`src/rtl/ssd_pkg.sv`:
```
// ssd_pkg -- shared constants and types for the seven-segment scan controller.
//   SEG_HEX     : active-low gfedcba segment patterns for hex digits 0..F
//   SEG_BLANK   : all segments off
//   AN_OFF      : all anodes off
//   digit_idx_t : index of the digit slot being scanned (0 = rightmost)
package ssd_pkg;

    typedef logic [1:0] digit_idx_t;

    localparam logic [6:0] SEG_BLANK = 7'h7F;
    localparam logic [3:0] AN_OFF    = 4'hF;

    // Element 15 is listed first so that SEG_HEX[n] is the pattern for digit n.
    localparam logic [15:0][6:0] SEG_HEX = {
        7'b0001110,  // F
        7'b0000110,  // E
        7'b0100001,  // d
        7'b1000110,  // C
        7'b0000011,  // b
        7'b0001000,  // A
        7'b0010000,  // 9
        7'b0000000,  // 8
        7'b1111000,  // 7
        7'b0000010,  // 6
        7'b0010010,  // 5
        7'b0011001,  // 4
        7'b0110000,  // 3
        7'b0100100,  // 2
        7'b1111001,  // 1
        7'b1000000   // 0
    };

endpackage

```
`src/rtl/ssd_scan_ctrl_if.sv`:
```
// ssd_scan_ctrl_if -- CPU-side load handshake and board-side display pins.
//   val_in : 16-bit value to display (digit 0 = val_in[3:0])
//   load   : single-cycle request to capture val_in
//   blank  : force all anodes off while high
//   busy   : a captured value is waiting for the next frame boundary
//   frame  : one-cycle pulse per frame boundary
//   c      : segments, active-low, c[0]=a .. c[6]=g
//   an     : anodes, active-low, an[0] = rightmost digit
// Handshake: load is a request with no ready; every cycle with load=1 is
// accepted and overwrites the pending value. busy tells the producer that an
// accepted value has not yet reached the display.
interface ssd_scan_ctrl_if;

    logic [15:0] val_in;
    logic        load;
    logic        blank;
    logic        busy;
    logic        frame;
    logic [6:0]  c;
    logic [3:0]  an;

    modport master (
        output val_in, load, blank,
        input  busy, frame, c, an
    );

    modport slave (
        input  val_in, load, blank,
        output busy, frame, c, an
    );

endinterface

```
`src/rtl/ssd_hex_decode.sv`:
```
// ssd_hex_decode -- combinational hex nibble to active-low segment decode.
//   nibble : 4-bit hex digit
//   seg    : active-low gfedcba pattern
module ssd_hex_decode
    import ssd_pkg::*;
(
    input  logic [3:0] nibble,
    output logic [6:0] seg
);

    assign seg = SEG_HEX[nibble];

endmodule

```
`src/rtl/ssd_scan_ctrl.sv`:
```
// ssd_scan_ctrl -- 4-digit seven-segment scan controller with tear-free
// value updates.
//   clk, reset : clock and synchronous active-high reset
//   bus        : ssd_scan_ctrl_if.slave (val_in/load/blank in,
//                busy/frame/c/an out)
// Parameters: DIV_MAX clk cycles per digit slot; CNT_W divider width.
// Optional feature macro SSD_LEADING_ZERO_BLANK_EN: when defined, digits 3..1
// show blank segments while they and every digit left of them are zero.
module ssd_scan_ctrl
    import ssd_pkg::*;
#(
    parameter int DIV_MAX = 100000,
    parameter int CNT_W   = $clog2(DIV_MAX)
) (
    input  logic           clk,
    input  logic           reset,
    ssd_scan_ctrl_if.slave bus
);

    logic [CNT_W-1:0] cnt_q, cnt_d;
    digit_idx_t       idx_q, idx_d;
    logic [15:0]      disp_q, disp_d;
    logic [15:0]      pend_q, pend_d;
    logic             busy_q, busy_d;
    logic             frame_q, frame_d;
    logic [3:0]       an_q, an_d;
    logic [6:0]       c_q, c_d;

    logic             tick;
    logic             boundary;
    logic [3:0]       cur_nibble;
    logic [6:0]       cur_seg;
    logic             digit_blank;

    assign tick       = (cnt_q == CNT_W'(DIV_MAX - 1));
    assign boundary   = tick && (idx_q == 2'd3);
    assign cur_nibble = 4'(disp_q >> {idx_q, 2'b00});

    ssd_hex_decode u_dec (
        .nibble (cur_nibble),
        .seg    (cur_seg)
    );

`ifdef SSD_LEADING_ZERO_BLANK_EN
    logic [15:0] upper_nibbles;
    // Current digit and everything to its left; digit 0 is never suppressed.
    assign upper_nibbles = disp_q >> {idx_q, 2'b00};
    assign digit_blank   = (idx_q != 2'd0) && (upper_nibbles == 16'h0000);
`else
    assign digit_blank   = 1'b0;
`endif

    always_comb begin
        cnt_d   = tick ? '0 : cnt_q + CNT_W'(1);
        idx_d   = tick ? idx_q + 2'd1 : idx_q;  // 3 wraps to 0
        frame_d = boundary;
        disp_d  = disp_q;
        pend_d  = pend_q;
        busy_d  = busy_q;

        // Commit uses the pend value from before this edge, so a load on the
        // same cycle lands in pend and stays pending for the next frame.
        if (boundary && busy_q) begin
            disp_d = pend_q;
            busy_d = 1'b0;
        end
        if (bus.load) begin
            pend_d = bus.val_in;
            busy_d = 1'b1;
        end

        if (bus.blank) begin
            an_d = AN_OFF;
            c_d  = SEG_BLANK;
        end else begin
            an_d = ~(4'b0001 << idx_q);
            c_d  = digit_blank ? SEG_BLANK : cur_seg;
        end
    end

    always_ff @(posedge clk) begin
        if (reset) begin
            cnt_q   <= '0;
            idx_q   <= '0;
            disp_q  <= '0;
            pend_q  <= '0;
            busy_q  <= 1'b0;
            frame_q <= 1'b0;
            an_q    <= AN_OFF;
            c_q     <= SEG_BLANK;
        end else begin
            cnt_q   <= cnt_d;
            idx_q   <= idx_d;
            disp_q  <= disp_d;
            pend_q  <= pend_d;
            busy_q  <= busy_d;
            frame_q <= frame_d;
            an_q    <= an_d;
            c_q     <= c_d;
        end
    end

    assign bus.busy  = busy_q;
    assign bus.frame = frame_q;
    assign bus.an    = an_q;
    assign bus.c     = c_q;

endmodule

```
`src/flat_wrapper.sv`:
```
// flat-port wrapper written by rule: the top's interface ports become plain ports
module ssd_scan_ctrl_flat import ssd_pkg::*;
#(
    parameter int DIV_MAX = 100000,
    parameter int CNT_W   = $clog2(DIV_MAX)
)
  (clk, reset, bus_val_in, bus_load, bus_blank, bus_busy, bus_frame, bus_c, bus_an);
  ssd_scan_ctrl_if bus_i ();
  input  logic clk;
  input  logic reset;
  input wire logic [$bits(bus_i.val_in)-1:0] bus_val_in;
  input wire logic [$bits(bus_i.load)-1:0] bus_load;
  input wire logic [$bits(bus_i.blank)-1:0] bus_blank;
  output wire logic [$bits(bus_i.busy)-1:0] bus_busy;
  output wire logic [$bits(bus_i.frame)-1:0] bus_frame;
  output wire logic [$bits(bus_i.c)-1:0] bus_c;
  output wire logic [$bits(bus_i.an)-1:0] bus_an;
  assign bus_i.val_in = bus_val_in;
  assign bus_i.load = bus_load;
  assign bus_i.blank = bus_blank;
  assign bus_busy = bus_i.busy;
  assign bus_frame = bus_i.frame;
  assign bus_c = bus_i.c;
  assign bus_an = bus_i.an;
  ssd_scan_ctrl #(.DIV_MAX(DIV_MAX), .CNT_W(CNT_W)) u_core (.clk(clk), .reset(reset), .bus(bus_i));
endmodule
```
`config.mk`:
```
export PLATFORM = sky130hd
export DESIGN_NAME = ssd_scan_ctrl_flat
export DESIGN_NICKNAME = d
export VERILOG_FILES = /design/src/rtl/ssd_pkg.sv /design/src/rtl/ssd_scan_ctrl_if.sv /design/src/rtl/ssd_hex_decode.sv /design/src/rtl/ssd_scan_ctrl.sv /design/src/flat_wrapper.sv
export SDC_FILE = /design/constraint.sdc
export NUM_CORES = 1
export LEC_CHECK = 0
export BUFFER_PORTS_ARGS = -buffer_cell sky130_fd_sc_hd__buf_4
export CAP_MARGIN = 30
export CORE_UTILIZATION = 40
export CTS_CLUSTER_DIAMETER = 60
export DETAILED_ROUTE_END_ITERATION = 10
export GPL_TIMING_DRIVEN = 0
export PLACE_DENSITY = 0.58
export SYNTH_ARGS = -nofsm -noshare
export SYNTH_HDL_FRONTEND = slang
export SYNTH_HIERARCHICAL = 1
export SYNTH_SLANG_ARGS = --single-unit
```
`constraint.sdc`:
```
create_clock -name clk -period 2.8 [get_ports clk]
set_input_delay 0.28 -clock clk [delete_from_list [all_inputs] [get_ports clk]]
set_output_delay 0.28 -clock clk [all_outputs]
set_load 0.02 [all_outputs]
```
==> results.rst <==
.. list-table::
   :header-rows: 1

   * - Metric
     - Value
   * - CP max FO
     - 7
   * - Area added between synthesis and finish
     - 19.6%
   * - Worst hold start
     - bus_val_in[3]
   * - Area of the multi-input gates
     - 1450 um^2
   * - Clock tree root driver cell
     - clkbuf_8
   * - Number of routed nets with antenna violations
     - 0
   * - CP Data Arrival Time
     - around 2.8 ns
   * - Number of search-and-repair iterations in the first detailed-routing pass
     - 4
   * - Number of register bits inferred by synthesis
     - 64
   * - Startpoint class of the critical path
     - flip-flop
   * - Run status
     - finished, final reports clean
   * - Sink Count
     - between 60 and 70
   * - Vias in the first global route
     - 1995
   * - Total nets after synthesis
     - approximately 340
   * - DR DRC count
     - 0
   * - Total length of routed wires
     - 6020 um
   * - Horiz. Die Dim
     - between 80 and 90 um
   * - Count of flip-flops with a built-in enable after synthesis
     - 0
   * - Routed WL per cell
     - 13.5 um
   * - RSZ-0062 raised after global routing
     - no
   * - Total power density per cell area
     - 560 nW/um^2
   * - Area of the mapped netlist
     - 2880 um^2
   * - Share of layout cells above drive strength 1
     - between 10% and 20%
   * - Count of cells resized by post-cts repair
     - 0
   * - Count of nets after finishing
     - around 380
   * - Area occupied by registers
     - between 1000 and 1500 um^2
   * - Critical Path Source
     - u_core/idx_q[0]$_SDFFE_PP0P_
   * - Total setup buffers inserted after CTS
     - 0
   * - Max Clock Skew
     - around 0.011 ns
   * - Share of synthesized registers carrying an async set or reset
     - 0%
   * - Post-synthesis sequential area ratio
     - 44.4%
   * - Number of warnings printed during yosys synthesis
     - 6
   * - Worst-case clock buffer depth
     - 2
   * - Category of the worst setup path capture point
     - flip-flop
   * - Wire length of the first global-routing pass
     - a little under 10000 um
   * - MaxCap Viol Count
     - 0
   * - CTS clock-pin slew for the worst setup and hold paths
     - 0.07 ns
   * - Antenna violations before repair
     - 0
   * - Total of fill cells in the finished design
     - 675
   * - Clock tree from TritonCTS
     - built
   * - Synthesized instance count
     - 306
   * - Max rail drop VDD
     - approximately 300 uV
   * - P_leak
     - about 1.2 nW
   * - I/O pin cnt
     - 33
   * - Count of final setup violators
     - 0
   * - Max Fclk
     - 382 MHz
   * - GRT Resource Usage Total
     - roughly 17%
   * - Max-slew violation total from the final report
     - 0
   * - Average instance area after synthesis
     - 9.42 um^2
   * - Post-detail-place hpwl
     - about 4200 um
   * - Hold buffer count at CTS
     - 0
   * - Effective utilization at floorplan
     - 42.0%
   * - Tcrit/Tclk final
     - 93.5%
   * - Vias per std cell
     - 5.02
   * - Final Total Pwr
     - 1.93 mW
   * - Library cells used by synthesis
     - 40
   * - Data required, critical path
     - slightly above 3 ns
   * - Slew at the pin closest to its max-slew limit
     - 0.688 ns
   * - Critical path type
     - reg -> reg
   * - IO Port Bufs
     - 30
   * - Sum of negative setup slack
     - 0 ns
   * - Count of endpoints failing hold in the final timing report
     - 0
   * - Maximum number of pins on one net before global-route repair
     - 11
   * - Clk Latency, worst-skew pair
     - 0.34 ns
   * - Core region area
     - 6870 um^2
   * - Time the final worst path needs with I/O delays and setup
     - 2.62 ns
   * - Die Ht
     - 86.9 um
   * - Total CTS buffers
     - 9
   * - Final weighted congestion in routability-driven placement
     - ~0.8
   * - Worst hold margin
     - 0.166 ns
   * - Beginning of the worst register-to-register path
     - u_core/idx_q[0]$_SDFFE_PP0P_
   * - Main synth FF type
     - dfxtp_1
   * - Final antenna diode count
     - 0
   * - Normalized max-slew margin
     - 53.5%
   * - Type of the most critical hold path
     - in -> reg
   * - Standard-cell row count
     - 30
   * - First DRT Iteration DRCs
     - 100
   * - Total gr overflow
     - 0
   * - Deepest level of the CTS H-tree
     - 3
   * - Die area
     - 7550 um^2
   * - Via count of the routed design
     - 2243
[power by group]
part	switching, mW	internal [mW]	total [mW]
logic	0.0484	0.0479	0.0963
registers	0.0149	0.934	0.949
clock network	0.340	0.544	0.884
[per-stage QoR]
stage | setup slack, ns | cell area (um^2) | util, % | cells
final | 0.183 | 3450 | 50.2 | 447
after detailed placement | 0.181 | 3230 | 47.0 | 432
after global placement | 0.231 | 3230 | 47.0 | 432
after CTS | 0.156 | 3450 | 50.2 | 447
after global routing | 0.00356 | 3450 | 50.2 | 447
after floorplan | 0.415 | 2880 | - | 306
[cells in the final DEF, fill, tap and decap left out, types with 2 or more instances in the layout]
master      n
a21oi_1    23
and2_1      2
buf_2       3
buf_4      32
buf_6       3
bufinv_16   2
clkbuf_1   10
clkbuf_8   11
dfxtp_1    64
ha_1       12
inv_1      11
mux2i_1    21
mux4_2      5
nand2_1    11
nand3_1    10
nand4_1    20
nor2_1     41
nor3_1      5
nor4_1      3
o21ai_0    18
o21ai_1     4
or3_1       8
xnor2_1    11
xor2_1      2
[critical path: stages, from the launching register on]
cell      delay (ns)
dfxtp_1         0.36
clkbuf_1        0.34
mux4_2          0.65
inv_1           0.17
ha_1            0.17
inv_1           0.06
mux4_2          0.43
or3_1           0.30
[path summary, 6_finish.rpt]
check                              endpoint  cells past startpoint  slack [ns]
max reg2reg      u_core/bus.c[3]$_SDFF_PP1_                      7        0.18
min           u_core/pend_q[3]$_SDFFE_PP0P_                      3        0.17
min reg2reg  u_core/disp_q[14]$_SDFFE_PP0P_                      2        0.47
max              u_core/bus.c[3]$_SDFF_PP1_                      7        0.18
[cell type report]
cell class	count	area share, %
Sequential cell	64	37.2
Multi-Input combinational cell	211	42.1
Tap cell	96	3.48
Clock inverter	3	1.89
Inverter	12	1.31
Clock buffer	12	4.50
Timing Repair Buffer	30	6.53
Buffer	19	3.08
[registers in the layout, indices dropped and copies added (netlist names)]
| signal | count |
|---|---|
| u_core/bus.an | 4 |
| u_core/bus.busy | 1 |
| u_core/bus.c | 7 |
| u_core/bus.frame | 1 |
| u_core/cnt_q | 17 |
| u_core/disp_q | 16 |
| u_core/idx_q | 2 |
| u_core/pend_q | 16 |
[synthesized netlist by cell type, types with 8 or more instances]
cell type   n  area share (%)
mux2i_1    21             7.3
nor2_1     41             5.3
xnor2_1    11             3.3
clkbuf_1    9             1.2
a21oi_1    23             4.0
nand2_1    11             1.4
ha_1       12             5.2
dfxtp_1    64              44
or3_1       8             1.7
nand4_1    20             4.3
nand3_1    10             1.7
o21ai_0    18             3.1
inv_1      11             1.4
[logic make-up (layout without fill, tap and decap cells)]
logic type	after synthesis	after routing	synth area share, %
simple gates	110	110	20.3
flops	64	64	44.4
compound gates	50	50	9.64
buf+inv	31	76	5.25
mux	26	26	11.2
xor+xnor	13	13	3.95
fa+ha+maj	12	12	5.21
[metal layers]
metal  up-vias  global-route usage (%)  routed length (um)
met5         -                       0                   0
met4         0                    5.00                  78
met3         6                    6.35                 259
met2        49                    25.3                2680
met1      1028                    24.0                3000
li1       1160                       -                   -
Note: power is estimated with default switching activity, not from simulation.
